[config.mk]
export PLATFORM = sky130hd
export DESIGN_NAME = selfcomp_leak_monitor
export DESIGN_NICKNAME = d
export VERILOG_FILES = /design/src/rtl/selfcomp_leak_monitor.sv
export SDC_FILE = /design/constraint.sdc
export NUM_CORES = 1
export LEC_CHECK = 0
export CAP_MARGIN = 20
export CORE_UTILIZATION = 50
export CTS_CLUSTER_SIZE = 14
export DETAILED_ROUTE_END_ITERATION = 10
export PLACE_DENSITY = 0.95
export SKIP_LAST_GASP = 1
export SYNTH_ARGS = -nofsm -noshare
export SYNTH_HDL_FRONTEND = slang
export SYNTH_SLANG_ARGS = --single-unit
[constraint.sdc]
create_clock -name clock -period 8 [get_ports clock]
set_input_delay 2.4 -clock clock [delete_from_list [all_inputs] [get_ports clock]]
set_output_delay 2.4 -clock clock [all_outputs]
set_load 0.1 [all_outputs]
[src/rtl/selfcomp_leak_monitor.sv]
`default_nettype none
// ============================================================================
// Module      : selfcomp_leak_monitor
// Description : Timing-leak monitor for a self-composed SE pair. Timestamps
//               every accepted result of copy One and copy Two, pairs them in
//               order, and flags a leak on latency divergence or imbalance.
//               Optional feature macro: RESULT_CHECK_EN (also compares the
//               paired results and raises resultLeak on mismatch).
// Revision    : 1.0 - initial release
// ============================================================================
module selfcomp_leak_monitor #(
    parameter int DATA_W    = 128,
    parameter int TS_W      = 16,
    parameter int DEPTH     = 4,
    parameter int MAX_SKEW  = 0,
    parameter int NUM_PAIRS = 8
) (
    input  logic              clock,
    input  logic              reset,
    input  logic              io_out_validOne,
    input  logic [DATA_W-1:0] io_out_resultOne,
    input  logic              io_out_validTwo,
    input  logic [DATA_W-1:0] io_out_resultTwo,
    output logic              io_out_ready,
    output logic              timingLeak,
    output logic              timingLeakDone,
    output logic [TS_W-1:0]   leakTs,
    output logic [7:0]        pairCount,
    output logic              resultLeak
);

    localparam int             c_AW    = $clog2(DEPTH);
    localparam logic [c_AW:0]  c_FULL  = (c_AW+1)'(DEPTH);
    localparam logic [7:0]     c_PAIRS = 8'(NUM_PAIRS);
    localparam logic [TS_W-1:0] c_SKEW = TS_W'(MAX_SKEW);

    typedef enum logic [1:0] {
        S_RUN  = 2'd0,
        S_LEAK = 2'd1,
        S_DONE = 2'd2
    } state_t;

    state_t                 r_state;
    state_t                 w_next_state;
    logic [TS_W-1:0]        r_ts;
    logic                   r_timingLeak;
    logic [TS_W-1:0]        r_leakTs;
    logic [7:0]             r_pairCount;
    logic [7:0]             w_pairInc;

    // Lane 0 = copy One, lane 1 = copy Two
    logic [1:0]             w_valid;
    logic [1:0]             w_push;
    logic [1:0]             w_full;
    logic [1:0]             w_empty;
    logic [1:0][TS_W-1:0]   w_headTs;
    logic                   w_pop;
    logic [TS_W-1:0]        w_diff;
    logic [TS_W-1:0]        w_absDiff;
    logic                   w_skewLeak;
    logic                   w_imbal;
    logic                   w_tLeak;
    logic                   w_rLeak;

    assign w_valid = {io_out_validTwo, io_out_validOne};

`ifdef RESULT_CHECK_EN
    logic [1:0][DATA_W-1:0] w_res;
    logic [1:0][DATA_W-1:0] w_headRes;
    logic                   r_resultLeak;
    assign w_res = {io_out_resultTwo, io_out_resultOne};
`else
    // Results are not compared in this build; fold them into a sink
    logic w_unused;
    assign w_unused = ^{io_out_resultOne, io_out_resultTwo};
`endif

    generate
        for (genvar l = 0; l < 2; l++) begin : g_lane
            logic [TS_W-1:0] r_tsMem [DEPTH];
            logic [c_AW-1:0] r_wp;
            logic [c_AW-1:0] r_rp;
            logic [c_AW:0]   r_cnt;

            assign w_full[l]   = (r_cnt == c_FULL);
            assign w_empty[l]  = (r_cnt == '0);
            assign w_push[l]   = w_valid[l] & io_out_ready;
            assign w_headTs[l] = r_tsMem[r_rp];

            // Pointer and occupancy bookkeeping; reset discards queued entries
            always_ff @(posedge clock or posedge reset) begin
                if (reset) begin
                    r_wp  <= '0;
                    r_rp  <= '0;
                    r_cnt <= '0;
                end else begin
                    if (w_push[l]) r_wp <= r_wp + 1'b1;
                    if (w_pop)     r_rp <= r_rp + 1'b1;
                    if (w_push[l] && !w_pop)
                        r_cnt <= r_cnt + 1'b1;
                    else if (!w_push[l] && w_pop)
                        r_cnt <= r_cnt - 1'b1;
                end
            end

            // Timestamp storage; validity is tracked by r_cnt so no reset
            always_ff @(posedge clock) begin
                if (w_push[l]) r_tsMem[r_wp] <= r_ts;
            end

`ifdef RESULT_CHECK_EN
            logic [DATA_W-1:0] r_resMem [DEPTH];
            assign w_headRes[l] = r_resMem[r_rp];

            // Result storage alongside the timestamp
            always_ff @(posedge clock) begin
                if (w_push[l]) r_resMem[r_wp] <= w_res[l];
            end
`endif
        end
    endgenerate

    // Heads are popped together only while monitoring is live
    assign w_pop = (r_state == S_RUN) & ~w_empty[0] & ~w_empty[1];

    // Signed modular skew so pairs straddling the ts wrap compare correctly
    assign w_diff     = w_headTs[0] - w_headTs[1];
    assign w_absDiff  = w_diff[TS_W-1] ? (~w_diff + 1'b1) : w_diff;
    assign w_skewLeak = w_pop & (w_absDiff > c_SKEW);
    assign w_imbal    = (r_state == S_RUN) &
                        ((w_full[0] & w_empty[1]) | (w_full[1] & w_empty[0]));
    assign w_tLeak    = w_skewLeak | w_imbal;

`ifdef RESULT_CHECK_EN
    assign w_rLeak = w_pop & (w_headRes[0] != w_headRes[1]);
`else
    assign w_rLeak = 1'b0;
`endif

    assign w_pairInc = (r_pairCount == 8'hFF) ? r_pairCount : r_pairCount + 8'd1;

    // Next state and shared ready; a leak outranks reaching the pair target
    always_comb begin
        w_next_state = r_state;
        io_out_ready = (r_state == S_RUN) & ~w_full[0] & ~w_full[1];
        case (r_state)
            S_RUN: begin
                if (w_tLeak || w_rLeak)
                    w_next_state = S_LEAK;
                else if (w_pop && (w_pairInc == c_PAIRS))
                    w_next_state = S_DONE;
            end
            S_LEAK:  w_next_state = S_DONE;
            S_DONE:  w_next_state = S_DONE;
            default: w_next_state = S_RUN;
        endcase
    end

    // State, free-running timestamp, pair counter and sticky leak flags
    always_ff @(posedge clock or posedge reset) begin
        if (reset) begin
            r_state      <= S_RUN;
            r_ts         <= '0;
            r_timingLeak <= 1'b0;
            r_leakTs     <= '0;
            r_pairCount  <= '0;
        end else begin
            r_state <= w_next_state;
            r_ts    <= r_ts + 1'b1;
            if (w_pop) r_pairCount <= w_pairInc;
            if (w_tLeak && !r_timingLeak) begin
                r_timingLeak <= 1'b1;
                r_leakTs     <= r_ts;
            end
        end
    end

`ifdef RESULT_CHECK_EN
    // Sticky result-mismatch flag
    always_ff @(posedge clock or posedge reset) begin
        if (reset)        r_resultLeak <= 1'b0;
        else if (w_rLeak) r_resultLeak <= 1'b1;
    end
    assign resultLeak = r_resultLeak;
`else
    assign resultLeak = 1'b0;
`endif

    assign timingLeak     = r_timingLeak;
    assign timingLeakDone = (r_state == S_DONE);
    assign leakTs         = r_leakTs;
    assign pairCount      = r_pairCount;

endmodule
`default_nettype wire
==> flow_metrics.tcl <==
set metrics [dict create \
    status "completed" \
    core-area_um2 16600 \
    vias 5172 \
    via_per_inst 6.19 \
    root_buffer "clkbuf_16" \
    worst_clock_skew_ps 18.3 \
    track_usage_pct 22.9 \
    synth_area_um2 8480 \
    regToRegStartpoint "g_lane[0].r_rp[0]$_DFFE_PP0P_" \
    crit_fanout 16 \
    max-slew-margin-rel_pct 30.2 \
    critical_path_required_ps 8310 \
    synth_area_per_cell_um2 14.9 \
    die_area_um2 17500 \
    wire_per_inst_um 22.5 \
    whs_path_depth 1 \
    synth_largest_area_cell "edfxtp_1" \
    cp_data_arrival_time_ps 6090 \
    ir_drop_v 0.000213 \
    ys_ff_latch 185 \
    ios 288 \
    cp_cell_sequence "mux4_2 -> inv_1 -> ha_1 -> inv_1 -> fa_1 -> a211oi_1 -> o31a_1 -> o22ai_1 -> a311o_1 -> a21oi_1 -> xor2_1 -> nand3b_1 -> o41a_1 -> nand4_1 -> a22o_1 -> nor2b_4 -> mux2_2" \
    clk_path_buf_depth 2 \
    worstRegToRegCells 17 \
    synth_most_common_cell "edfxtp_1" \
    utilization_pct 57.6 \
    worstSkewPairLatency_ps 430 \
    synth_flop_cell "edfxtp_1" \
    setup_tns_ps 0 \
    die_w_um 132 \
    cpLargestDelayFamily "compound AO/OA/AOI/OAI gates" \
    path_buf_inv 2 \
    rows 47 \
    reg2reg_to "leakTs[10]$_DFFE_PP0P_" \
    rsz0062_at_grt "false" \
    setup_viol 0 \
    numCtsBuffers 17 \
    hp-class "reg -> reg" \
    holdPathEnd "g_lane[0].r_cnt[2]$_DFFE_PP0P_" \
    synth.distinct_cells 63 \
    hold_start "g_lane[0].r_cnt[2]$_DFFE_PP0P_" \
    syn_inst 570 \
    final_nets 896 \
    dp_hpwl_mm 11.8 \
    ant_nets 0 \
    grt_max_degree 58 \
    grt_pass1_vias 5420 \
    drtIter0Drc 507 \
    multi_input_area_um2 2980 \
    yosys-top-cells-count "edfxtp_1 (128), dfrtp_1 (57), inv_1 (33)" \
    initial_core_util_pct 51.2 \
    ctsResizeCount 0 \
    design_area_um2 9550 \
    grt_first_pass_wirelength_mm 29.8 \
    antenna_found_initial 0 \
    path_class "reg -> reg" \
    r2r_slack_ps 2220 \
    p_leak_uw 0.00374 \
    finalMaxSlewViolations 0 \
    ctsHtreeMaxLevel 4 \
    crit_top_cell "inv_1" \
    cts_tree "done" \
    synth_top_area_share_pct 45.3 \
    drv_cap 0 \
    synth_seq_area_share_pct 62.1 \
    seqCellArea_um2 5270 \
    post_cts_buffers 0 \
    critPathLaunchType "register" \
    cts_hold_buf 0 \
    cpPeakStageDelay_ps 690 \
    tightest_slew_ps 1050 \
    gp_congestion 0.866 \
    dpl_cell_area_um2 8970 \
    die_h_um 132 \
    critPathCaptureType "register" \
    area_growth_pct 12.5 \
    first_pass_iters 5 \
    grt_overflow_total 0 \
    diodes 0 \
    syn_nets 863 \
    fillCellCount 1151 \
    ys.warnings.count 0 \
    synth_edf_count 128 \
    slowest_stage "dfrtp_1" \
    hold_viol_final 0 \
    async_flop_share_pct 30.8 \
    io_buffers 30 \
    drc 0 \
    layout_min_cycle_time_ps 5780 \
    synth_area_leaders "edfxtp_1 (45%), dfrtp_1 (17%), mux4_2 (8.5%), ha_1 (4.4%), xnor2_1 (2.8%)" \
    fmax_mhz 173 \
    cts.sinks 185 \
    period_share_pct 72.2 \
    clk_pin_slew_ps 70 \
    layout-drive-gt1-share_pct 15.6 \
    wirelength_mm 18.8 \
    powerDensity_nw_per_um2 292 \
]
where the power goes:
group	switching, uW	internal, uW	total (uW)	leakage, uW
registers	78.5	1040	1120	0.00205
clock network	363	445	807	0.000284
logic	492	366	858	0.00141
area by class of cell:
cell class	instances	share of cell area, %
clock buffers	21	5.15
clock inverters	11	0.878
inverters	34	1.34
multi-input cells	332	31.2
flip-flops and latches	185	55.2
well taps	220	2.88
repair buffers	33	3.38
registers in the layout (all words and copies together), names as in the netlist:
signal and count:
timingLeak 1, r_state 2, g_lane.r_rp 4, r_ts 16, g_lane.r_wp 4, g_lane.r_tsMem 128
g_lane.r_cnt 6, pairCount 8, leakTs 16
per-layer routing:
| layer | GRT usage (%) | wire [um] |
|---|---|---|
| met1 | 27.3 | 7020 |
| met2 | 40.2 | 10000 |
| met3 | 4.58 | 1260 |
| met4 | 10.7 | 533 |
| met5 | 0 | 0 |
cell usage in the layout, fill, tap and decap left out, types with 25 or more instances in the layout:
| master | n |
|---|---|
| clkdlybuf4s50_1 | 30 |
| ha_1 | 30 |
| edfxtp_1 | 128 |
| dfrtp_1 | 57 |
| inv_1 | 32 |
| xnor2_1 | 27 |
| mux4_2 | 32 |
| nand2_1 | 25 |
| nor2_1 | 28 |
through the flow:
step / std cells / hold slack (ps) / setup slack, ps / total power [uW]
4_1_cts: 836 / 487 / 2280 / 2780
3_5_place_dp: 804 / 494 / 2310 / 1970
3_3_place_gp: 804 / 471 / 2480 / 1920
6_report: 836 / 502 / 2220 / 2790
5_1_grt: 836 / 519 / 1930 / 2910
2_1_floorplan: 570 / 455 / 2870 / 1800
worst max path at each step:
stage	to	depth (start not counted)	from
after global routing	leakTs[10]$_DFFE_PP0P_	17	g_lane[0].r_rp[0]$_DFFE_PP0P_
after global placement	leakTs[9]$_DFFE_PP0P_	17	g_lane[0].r_rp[0]$_DFFE_PP0P_
after CTS	leakTs[10]$_DFFE_PP0P_	17	g_lane[0].r_rp[0]$_DFFE_PP0P_
after floorplan	leakTs[0]$_DFFE_PP0P_	18	g_lane[0].r_rp[0]$_DFFE_PP0P_
after detailed placement	leakTs[9]$_DFFE_PP0P_	17	g_lane[0].r_rp[0]$_DFFE_PP0P_
final	leakTs[10]$_DFFE_PP0P_	17	g_lane[0].r_rp[0]$_DFFE_PP0P_
kinds of logic (layout without fill, tap and decap cells):
logic type / Yosys count / in the layout / share of synthesized area [%]
other: 1 / 1 / 0.0442
AND/OR/NAND/NOR: 130 / 130 / 8.04
AO/OA/AOI/OAI: 72 / 72 / 5.63
adder cells (fa/ha/maj): 33 / 33 / 5.13
multiplexers: 57 / 57 / 12.2
flip-flops: 185 / 185 / 62.1
XOR/XNOR: 39 / 39 / 4.03
buffers and inverters: 53 / 99 / 2.80
Note: power is estimated with default switching activity, not from simulation.
